===== src/rtl/se_lookup_arbiter_pkg.sv =====
// Shared definitions for the search-engine lookup arbiter: FSM state
// encoding, key/result widths, the latched key record and the
// round-robin pointer advance helper.
package se_arb_pkg;

  localparam int MAC_W  = 48;
  localparam int HASH_W = 12;
  localparam int RES_W  = 16;

  localparam logic [1:0] ST_IDLE = 2'd0;
  localparam logic [1:0] ST_WAIT = 2'd1;
  localparam logic [1:0] ST_REL  = 2'd2;

  typedef struct packed {
    logic [MAC_W-1:0]  dmac;
    logic [MAC_W-1:0]  smac;
    logic [HASH_W-1:0] hash;
  } se_key_t;

  // Pointer value that gives the requester after g first look next time.
  function automatic logic [2:0] rr_next(input logic [2:0] g, input int n);
    return 3'((int'(g) + 1) % n);
  endfunction

endpackage


===== src/rtl/se_lookup_arbiter_if.sv =====
// Engine-side bus of the lookup arbiter: key and level request toward
// the hash search engine, ack/nak pulses and result back from it.
interface se_lookup_arbiter_if;
  import se_arb_pkg::*;

  logic              se_req;
  logic [MAC_W-1:0]  se_dmac;
  logic [MAC_W-1:0]  se_smac;
  logic [HASH_W-1:0] se_hash;
  logic              se_ack;
  logic              se_nak;
  logic [RES_W-1:0]  se_result;

  // Arbiter side: drives the request and key.
  modport master (
    output se_req, se_dmac, se_smac, se_hash,
    input  se_ack, se_nak, se_result
  );

  // Search engine side.
  modport slave (
    input  se_req, se_dmac, se_smac, se_hash,
    output se_ack, se_nak, se_result
  );

endinterface


===== src/rtl/se_lookup_arbiter_rr_pick.sv =====
// Combinational round-robin picker: first set request bit at or above
// ptr, wrapping modulo NREQ.
module se_rr_pick #(
  parameter int NREQ = 2
) (
  input  logic [NREQ-1:0] req,
  input  logic [2:0]      ptr,
  output logic            vld,
  output logic [2:0]      idx
);

  // Scan NREQ positions starting at ptr; the first hit wins.
  always_comb begin
    vld = 1'b0;
    idx = '0;
    for (int k = 0; k < NREQ; k++) begin
      if (!vld && req[(int'(ptr) + k) % NREQ]) begin
        vld = 1'b1;
        idx = 3'((int'(ptr) + k) % NREQ);
      end
    end
  end

endmodule


===== src/rtl/se_lookup_arbiter.sv =====
// Shares one MAC/hash search engine between NREQ frame-process
// requesters. Round-robin grant, a single lookup outstanding, key
// registered toward the engine, ack/nak/result routed back to the
// granted requester only.
// Optional: define SE_ARB_TIMEOUT_EN to nak a lookup the engine leaves
// unanswered for TIMEOUT_CYC cycles and raise the sticky err_timeout.
module se_lookup_arbiter
  import se_arb_pkg::*;
#(
  parameter int NREQ        = 2,
  parameter int TIMEOUT_CYC = 255
) (
  input  logic                 clk,
  input  logic                 rstn,
  input  logic [NREQ-1:0]      rq_req,
  input  logic [NREQ*MAC_W-1:0]  rq_dmac,
  input  logic [NREQ*MAC_W-1:0]  rq_smac,
  input  logic [NREQ*HASH_W-1:0] rq_hash,
  output logic [NREQ-1:0]      rq_ack,
  output logic [NREQ-1:0]      rq_nak,
  output logic [RES_W-1:0]     rq_result,
  se_lookup_arbiter_if.master  se,
  output logic [2:0]           grant_id,
  output logic                 busy,
  output logic                 err_timeout
);

  logic [1:0]       state;
  logic [2:0]       ptr;
  logic [2:0]       grant_q;
  se_key_t          key_q;
  se_key_t          pick_key;
  logic             se_req_q;
  logic [NREQ-1:0]  ack_q;
  logic [NREQ-1:0]  nak_q;
  logic [NREQ-1:0]  g_onehot;
  logic [RES_W-1:0] result_q;
  logic             pick_vld;
  logic [2:0]       pick_idx;

`ifdef SE_ARB_TIMEOUT_EN
  localparam int CNT_W = ($clog2(TIMEOUT_CYC + 1) > 8) ? $clog2(TIMEOUT_CYC + 1) : 8;
  logic [CNT_W-1:0] cnt;
  logic             err_q;
`endif

  se_rr_pick #(.NREQ(NREQ)) u_pick (
    .req (rq_req),
    .ptr (ptr),
    .vld (pick_vld),
    .idx (pick_idx)
  );

  // Key of the requester the picker selects, and one-hot of the holder.
  always_comb begin
    pick_key.dmac = rq_dmac[MAC_W*int'(pick_idx) +: MAC_W];
    pick_key.smac = rq_smac[MAC_W*int'(pick_idx) +: MAC_W];
    pick_key.hash = rq_hash[HASH_W*int'(pick_idx) +: HASH_W];
    g_onehot      = NREQ'(1) << grant_q;
  end

  // Grant/wait/release FSM; ack/nak are single-cycle pulses by default-clear.
  always_ff @(posedge clk or negedge rstn) begin
    if (!rstn) begin
      state    <= ST_IDLE;
      ptr      <= '0;
      grant_q  <= '0;
      key_q    <= '0;
      se_req_q <= 1'b0;
      ack_q    <= '0;
      nak_q    <= '0;
      result_q <= '0;
`ifdef SE_ARB_TIMEOUT_EN
      cnt      <= '0;
      err_q    <= 1'b0;
`endif
    end else begin
      ack_q <= '0;
      nak_q <= '0;
      case (state)
        ST_IDLE: begin
          if (pick_vld) begin
            grant_q  <= pick_idx;
            key_q    <= pick_key;
            se_req_q <= 1'b1;
            state    <= ST_WAIT;
`ifdef SE_ARB_TIMEOUT_EN
            cnt      <= '0;
`endif
          end
        end
        ST_WAIT: begin
          // A nak, even alongside an ack, ends the lookup without a result.
          if (se.se_nak) begin
            se_req_q <= 1'b0;
            nak_q    <= g_onehot;
            state    <= ST_REL;
          end else if (se.se_ack) begin
            se_req_q <= 1'b0;
            ack_q    <= g_onehot;
            result_q <= se.se_result;
            state    <= ST_REL;
          end
`ifdef SE_ARB_TIMEOUT_EN
          else if (cnt == CNT_W'(TIMEOUT_CYC)) begin
            se_req_q <= 1'b0;
            nak_q    <= g_onehot;
            err_q    <= 1'b1;
            state    <= ST_REL;
          end else begin
            cnt <= cnt + 1'b1;
          end
`endif
        end
        ST_REL: begin
          // Hold off until the served requester drops its level request.
          if ((rq_req & g_onehot) == '0) begin
            ptr   <= rr_next(grant_q, NREQ);
            state <= ST_IDLE;
          end
        end
        default: state <= ST_IDLE;
      endcase
    end
  end

  assign se.se_req   = se_req_q;
  assign se.se_dmac  = key_q.dmac;
  assign se.se_smac  = key_q.smac;
  assign se.se_hash  = key_q.hash;
  assign rq_ack      = ack_q;
  assign rq_nak      = nak_q;
  assign rq_result   = result_q;
  assign grant_id    = grant_q;
  assign busy        = (state != ST_IDLE);
`ifdef SE_ARB_TIMEOUT_EN
  assign err_timeout = err_q;
`else
  assign err_timeout = 1'b0;
`endif

endmodule


===== src/flat_wrapper.sv =====
// flat-port wrapper written by rule: the top's interface ports become plain ports
module se_lookup_arbiter_flat import se_arb_pkg::*;
#(
  parameter int NREQ        = 2,
  parameter int TIMEOUT_CYC = 255
)
  (clk, rstn, rq_req, rq_dmac, rq_smac, rq_hash, rq_ack, rq_nak, rq_result, grant_id, busy, err_timeout, se_se_req, se_se_dmac, se_se_smac, se_se_hash, se_se_ack, se_se_nak, se_se_result);
  se_lookup_arbiter_if se_i ();
  input  logic clk;
  input  logic rstn;
  input  logic [NREQ-1:0] rq_req;
  input  logic [NREQ*MAC_W-1:0] rq_dmac;
  input  logic [NREQ*MAC_W-1:0] rq_smac;
  input  logic [NREQ*HASH_W-1:0] rq_hash;
  output logic [NREQ-1:0] rq_ack;
  output logic [NREQ-1:0] rq_nak;
  output logic [RES_W-1:0] rq_result;
  output logic [2:0] grant_id;
  output logic busy;
  output logic err_timeout;
  output wire logic [$bits(se_i.se_req)-1:0] se_se_req;
  output wire logic [$bits(se_i.se_dmac)-1:0] se_se_dmac;
  output wire logic [$bits(se_i.se_smac)-1:0] se_se_smac;
  output wire logic [$bits(se_i.se_hash)-1:0] se_se_hash;
  input wire logic [$bits(se_i.se_ack)-1:0] se_se_ack;
  input wire logic [$bits(se_i.se_nak)-1:0] se_se_nak;
  input wire logic [$bits(se_i.se_result)-1:0] se_se_result;
  assign se_se_req = se_i.se_req;
  assign se_se_dmac = se_i.se_dmac;
  assign se_se_smac = se_i.se_smac;
  assign se_se_hash = se_i.se_hash;
  assign se_i.se_ack = se_se_ack;
  assign se_i.se_nak = se_se_nak;
  assign se_i.se_result = se_se_result;
  se_lookup_arbiter #(.NREQ(NREQ), .TIMEOUT_CYC(TIMEOUT_CYC)) u_core (.clk(clk), .rstn(rstn), .rq_req(rq_req), .rq_dmac(rq_dmac), .rq_smac(rq_smac), .rq_hash(rq_hash), .rq_ack(rq_ack), .rq_nak(rq_nak), .rq_result(rq_result), .se(se_i), .grant_id(grant_id), .busy(busy), .err_timeout(err_timeout));
endmodule

===== config.mk =====
export PLATFORM = sky130hd
export DESIGN_NAME = se_lookup_arbiter_flat
export DESIGN_NICKNAME = d
export VERILOG_FILES = /design/src/rtl/se_lookup_arbiter_pkg.sv /design/src/rtl/se_lookup_arbiter_if.sv /design/src/rtl/se_lookup_arbiter_rr_pick.sv /design/src/rtl/se_lookup_arbiter.sv /design/src/flat_wrapper.sv
export SDC_FILE = /design/constraint.sdc
export NUM_CORES = 1
export LEC_CHECK = 0
export CORE_AREA = 3 3 145 147
export CTS_CLUSTER_SIZE = 14
export DETAILED_ROUTE_END_ITERATION = 16
export DIE_AREA = 0 0 148 150
export GPL_TIMING_DRIVEN = 0
export PLACE_DENSITY = 0.77
export SYNTH_ARGS = -nofsm -noshare
export SYNTH_HDL_FRONTEND = slang
export SYNTH_SLANG_ARGS = --single-unit

===== constraint.sdc =====
create_clock -name clk -period 2 [get_ports clk]
set_input_delay 0.5 -clock clk [delete_from_list [all_inputs] [get_ports clk]]
set_output_delay 0.5 -clock clk [all_outputs]
set_load 0.02 [all_outputs]

### After elaboration in Yosys (flattened, before gate mapping)

Cells that the tools add are included.

* register bits: 135
* output and inout bits: 134
* word-level logic and storage cells: 62

* reductions and logical operators: 11
* equality and inequality tests: 5
* add/subtract/negate cells: 2
* order comparisons: 2
* bitwise logic cells: 3
* muxes and demuxes: 23
* shift operators: 4
* multiply operators: 2

Operator list (number)
* $shiftx A96 B32 Y48: 2
* $shiftx A24 B32 Y12: 1
* $mux W2: 9
* $mux W1: 11
* $mul A2 B3 Y5 const A: 2
* $reduce_and A3 Y1: 3
* $pmux W2 S3: 1
* $logic_not A2 Y1: 2
* $ne A2 B1 Y1 const B: 2
* $reduce_and A2 Y1: 2
* $reduce_bool A2 Y1: 2
* $lt A2 B3 Y1 const B: 1
* $mux W3: 1
* $ne A3 B3 Y1 const B: 1
* $shl A1 B3 Y2 const A: 1
* $add A1 B1 Y1 const B: 2
* $and A2 B2 Y2: 1
* $eq A2 B1 Y1 const B: 1
* $eq A2 B2 Y1 const B: 1
* $lt A1 B2 Y1 const B: 1
* $pmux W1 S2: 1
* $and A1 B1 Y1 const A: 1
* $logic_and A1 B1 Y1: 1
* $logic_not A1 Y1: 1
* $not A1 Y1: 1

### Depth between registers and ports, before layout

* depth after elaboration: 9
* gate-level depth with buffers: 6
* depth with buffers taken out: 4

### By module

A second synthesis with hierarchy kept.

* cell total of the unflattened synthesis: 552
* area, all modules: 6079.6 sq um

By module, submodules not included
* se_lookup_arbiter: cells each 546, times used 1, seq. area each 3378.2 sq um, area an instance 6043.3 sq um
* se_rr_pick: cells each 6, times used 1, seq. area each 0.0 sq um, area an instance 36.3 sq um

### Least setup slack after synthesis

No wires, ideal clock.

* path type: input-to-reg
* start: in rq_req[0]
* end: reg u_core.key_q, in the netlist u_core.se.se_smac[23]
* slack: 524 ps
* cell stages on the path: 6
* arrival: 1346 ps
* buffers on the path: 3
* cells stage by stage: or2_1 -> buf_2 -> buf_4 -> buf_2 -> a21oi_1 -> a31oi_1

* cells in the longest elaborated chain, start to end: 8
* elaborated cells on any way between the ends: 14

Ends and longest elaborated chain
* from (decl): RTL line flat_wrapper.sv:11 `input logic [NREQ-1:0] rq_req;`
* $mux W1 (not written as such) (2 in series): RTL line se_lookup_arbiter_rr_pick.sv:17 `if (!vld && req[(int'(ptr) + k) % NREQ]) begin`
* $mux W1: RTL line se_lookup_arbiter_rr_pick.sv:17
* $logic_not A1 Y1: RTL line se_lookup_arbiter_rr_pick.sv:17
* $logic_and A1 B1 Y1: RTL line se_lookup_arbiter_rr_pick.sv:17
* $mux W3: RTL line se_lookup_arbiter_rr_pick.sv:17
* $mul A2 B3 Y5: RTL line se_lookup_arbiter.sv:57 `pick_key.smac = rq_smac[MAC_W*int'(pick_idx) +: MAC_W];`
* $shiftx A96 B32 Y48: RTL line se_lookup_arbiter.sv:57
* to (signal assigned): RTL line se_lookup_arbiter.sv:84 `key_q <= pick_key;`
* to (decl): RTL line se_lookup_arbiter.sv:31 `se_key_t key_q;`

Several ways; a longest one is shown, not always the timed one. The select of a mux whose other input is x is not followed.
A chain may end at the register's enable or synchronous reset.

### Worst setup path after layout

* start: reg u_core.key_q, in the netlist u_core.se.se_dmac[4]
* end: out se_se_dmac[4]

RTL lines
* to (decl): RTL line flat_wrapper.sv:22 `output wire logic [$bits(se_i.se_dmac)-1:0] se_se_dmac;`

No word-level cell between the ends.

==> flow_summary_export.csv <==
group,metric,value,unit
global_routing,grt_max_degree,70,
global_routing,gr-usage-all-layers,23.9,%
placement,place_congestion,0.861,
timing,worst_slew_margin_rel,56.7,%
finish,nNetsFinal,1326,
hold_path,hold_class,"in -> async",
detailed_routing,vias,7383,
yosys,async_flop_share,100,%
yosys,ys_seq_area_share,51.6,%
timing,slew_violations,0,
detailed_routing,viasPerCell,5.39,
worst_setup_path,worstPathMaxFanout,2,
yosys,synth_flop_cell,"dfrtp_1",
timing,fin_crit_sh,97.9,%
worst_setup_path,crit_path_max_incr_delay,0.67,ns
finish,final_cells,1371,
clock_network,clk_latency,0.42,ns
global_routing,grt_most_used_layer,"met2",
finish,regArea,3330,um^2
global_routing,antenna_found_initial,0,
worst_setup_path,path_delay_family,"buffers and inverters",
worst_setup_path,critPathCaptureType,"output pin",
placement,dpl.cell_count,1338,
detailed_routing,route.detailed.drc,0,
status,status,"finished, final reports clean",
timing,setup_viol,0,
floorplan,die_h,150,um
clock_network,clockRootBuffer,"clkbuf_16",
finish,n_antenna_cell,0,
floorplan,initial_utilization,32.2,%
detailed_routing,ant_nets,0,
timing,finalHoldViolations,0,
yosys,synth_cells,697,
clock_network,cts.htree.levels,4,
clock_network,clk_path_buf_depth,2,
clock_network,clock-sinks,133,
worst_setup_path,crit_path_start_kind,"flip-flop",
timing,clock_skew,0.0107,ns
global_routing,grt-ovfl-total,0,
placement,io_buffer_count,368,
global_routing,gr-usage-met2,41.6,%
finish,fillers,1855,
timing,clock.fmax,511,MHz
finish,fin_area,11100,um^2
timing,post-route-min-period,1.96,ns
finish,multi_input_area,2680,um^2
timing,whs,0.0763,ns
worst_setup_path,reg2reg_slack,0.32,ns
clock_network,cts_tree,"built",
clock_network,cts_hold_buf,0,
worst_setup_path,slowest_stage,"clkdlybuf4s50_1",
power_and_ir_drop,p_per_area,1500,nW/um^2
worst_setup_path,cp_data_arrival_time,1.46,ns
timing,fin_ws,0.0424,ns
floorplan,die_x,148,um
timing,worst_pin_slew,0.649,ns
floorplan,die-area,22200,um^2
yosys,netlist_area,6450,um^2
global_routing,grt_pass1_vias,7410,
yosys,synth.distinct_cells,30,
detailed_routing,drt_iter0_drc,390,
power_and_ir_drop,p_leak,0.00432,uW
floorplan,fp-row-count,52,
yosys,synth_edf_count,0,
floorplan,ioPinCount,372,
placement,place_ws,-0.390,ns
detailed_routing,drtPass1Iterations,5,
clock_network,clkTransAtPathRegs,0.06,ns
worst_setup_path,critical_path_class,"reg -> out",
placement,placed_area,10500,um^2
power_and_ir_drop,vdd_ir_drop_max,0.700,mV
timing,tns,0,ns
finish,drive_gt1_share,8.99,%
worst_setup_path,path_cells,"clkdlybuf4s50_1",
detailed_routing,routedWlPerCell,20.4,um
global_routing,use_met1,28.3,%
timing,grt_setup_unrepaired,"false",
flow_run,cap_viol_max_count,0,
worst_setup_path,worstPathRequired,1.50,ns
floorplan,core_area,20000,um^2
yosys,synth_warnings,0,
yosys,postSynthRegisterBits,133,
yosys,synth_area_per_cell,9.25,um^2
placement,post-dp-hpwl,20.6,mm
global_routing,grt_util_met3,7.30,%
finish,area_growth,72.4,%
worst_setup_path,critPathBufInv,1,
clock_network,numCtsBuffers,17,
detailed_routing,wl,27.9,mm
global_routing,grt_pass1_wl,41.5,mm
## flip-flops by register name, summed over array words and instances, names as in the netlist
signal	flops
u_core.se.se_req	1
u_core.se.se_dmac	48
u_core.rq_nak	2
u_core.grant_id	1
u_core.ptr	1
u_core.se.se_smac	48
u_core.se.se_hash	12
u_core.state	2
u_core.rq_result	16
u_core.rq_ack	2
## layer usage
layer | vias to the layer above | share of wire [%] | wire, um
li1 | 3382 | - | -
met1 | 3573 | 38 | 10700
met2 | 377 | 50 | 14000
met3 | 51 | 8.7 | 2440
met4 | 0 | 2.8 | 778
met5 | - | 0 | 0
## stage by stage
| step | util, % | power, uW |
|---|---|---|
| 6_report | 55.5 | 16700 |
| 5_1_grt | 55.5 | 17600 |
| 4_1_cts | 55.4 | 16800 |
| 3_5_place_dp | 52.4 | 13500 |
| 3_3_place_gp | 52.3 | 13400 |
| 2_1_floorplan | - | 9140 |
## cell families after synthesis
group / Yosys count / share of synthesized area [%]
compound gates: 333 / 28.1
buf+inv: 90 / 6.97
flops: 133 / 51.6
mux: 17 / 3.42
other cells: 1 / 0.0582
simple gates: 123 / 9.80
## synthesized netlist by cell type, types with 2 or more instances
| library cell | n | area share (%) |
|---|---|---|
| nand3_1 | 108 | 8.4 |
| o21ai_1 | 2 | 0.16 |
| buf_1 | 6 | 0.35 |
| buf_6 | 2 | 0.35 |
| nand2b_1 | 2 | 0.19 |
| nor2b_1 | 2 | 0.19 |
| inv_2 | 2 | 0.12 |
| mux2_4 | 8 | 1.9 |
| a21o_1 | 2 | 0.23 |
| a31oi_1 | 108 | 10 |
| dfrtp_1 | 133 | 52 |
| a21oi_1 | 108 | 8.4 |
| o21ai_0 | 111 | 8.6 |
| nor2_1 | 4 | 0.23 |
| mux2_2 | 8 | 1.4 |
| buf_4 | 14 | 1.6 |
| clkbuf_1 | 43 | 2.5 |
| buf_2 | 22 | 1.7 |
## where the power goes
part / switching (uW) / leakage (uW) / internal [uW]
sequential: 817 / 0.00151 / 4050
combinational: 4700 / 0.00253 / 3960
clock: 1290 / 0.000281 / 1890
total: 6800 / 0.00432 / 9890
## cell usage in the layout, fill, tap and decap left out, drive strengths merged, types with 5 or more instances in the layout
cell           synthesis  layout
a21oi                108     108
a31oi                108     108
buf                   45      46
clkbuf                43      64
clkdlybuf4s50          0     362
clkinv                 0       5
dfrtp                133     133
inv                    2       5
mux2                  16      16
nand3                108     108
nor2                   5       5
o21ai                113     113
## path summary, 6_finish.rpt
path,startpoint,endpoint,depth (start not counted)
min in group clk,u_core.se.se_req,u_core.se.se_req,1
worst max-delay path,u_core.se.se_dmac[4],se_se_dmac[4],1
worst min register to register,u_core.se.se_req,u_core.se.se_req,1
max in group asynchronous,rstn,u_core.grant_id[0],2
worst min-delay path,rstn,u_core.se.se_smac[9],1
worst max register to register,u_core.state[0],u_core.se.se_smac[4],6
## what timing repair did
| item | CTS | global route |
|---|---|---|
| pin swaps | 1 | 0 |
| setup endpoints to repair | 4 | 31 |
| buffers inserted | 1 | 0 |
| resized for setup | 5 | 11 |
## area by class of cell
cell class | count | share of cell area, %
Buffer | 88 | 4.06
Timing Repair Buffer | 370 | 33.4
Inverter | 2 | 0.0676
Clock inverter | 13 | 1.34
Clock buffer | 19 | 3.99
Multi-Input combinational cell | 476 | 24.1
Sequential cell | 133 | 30.0
Tap cell | 270 | 3.04
(Power assumes the default switching activity.)
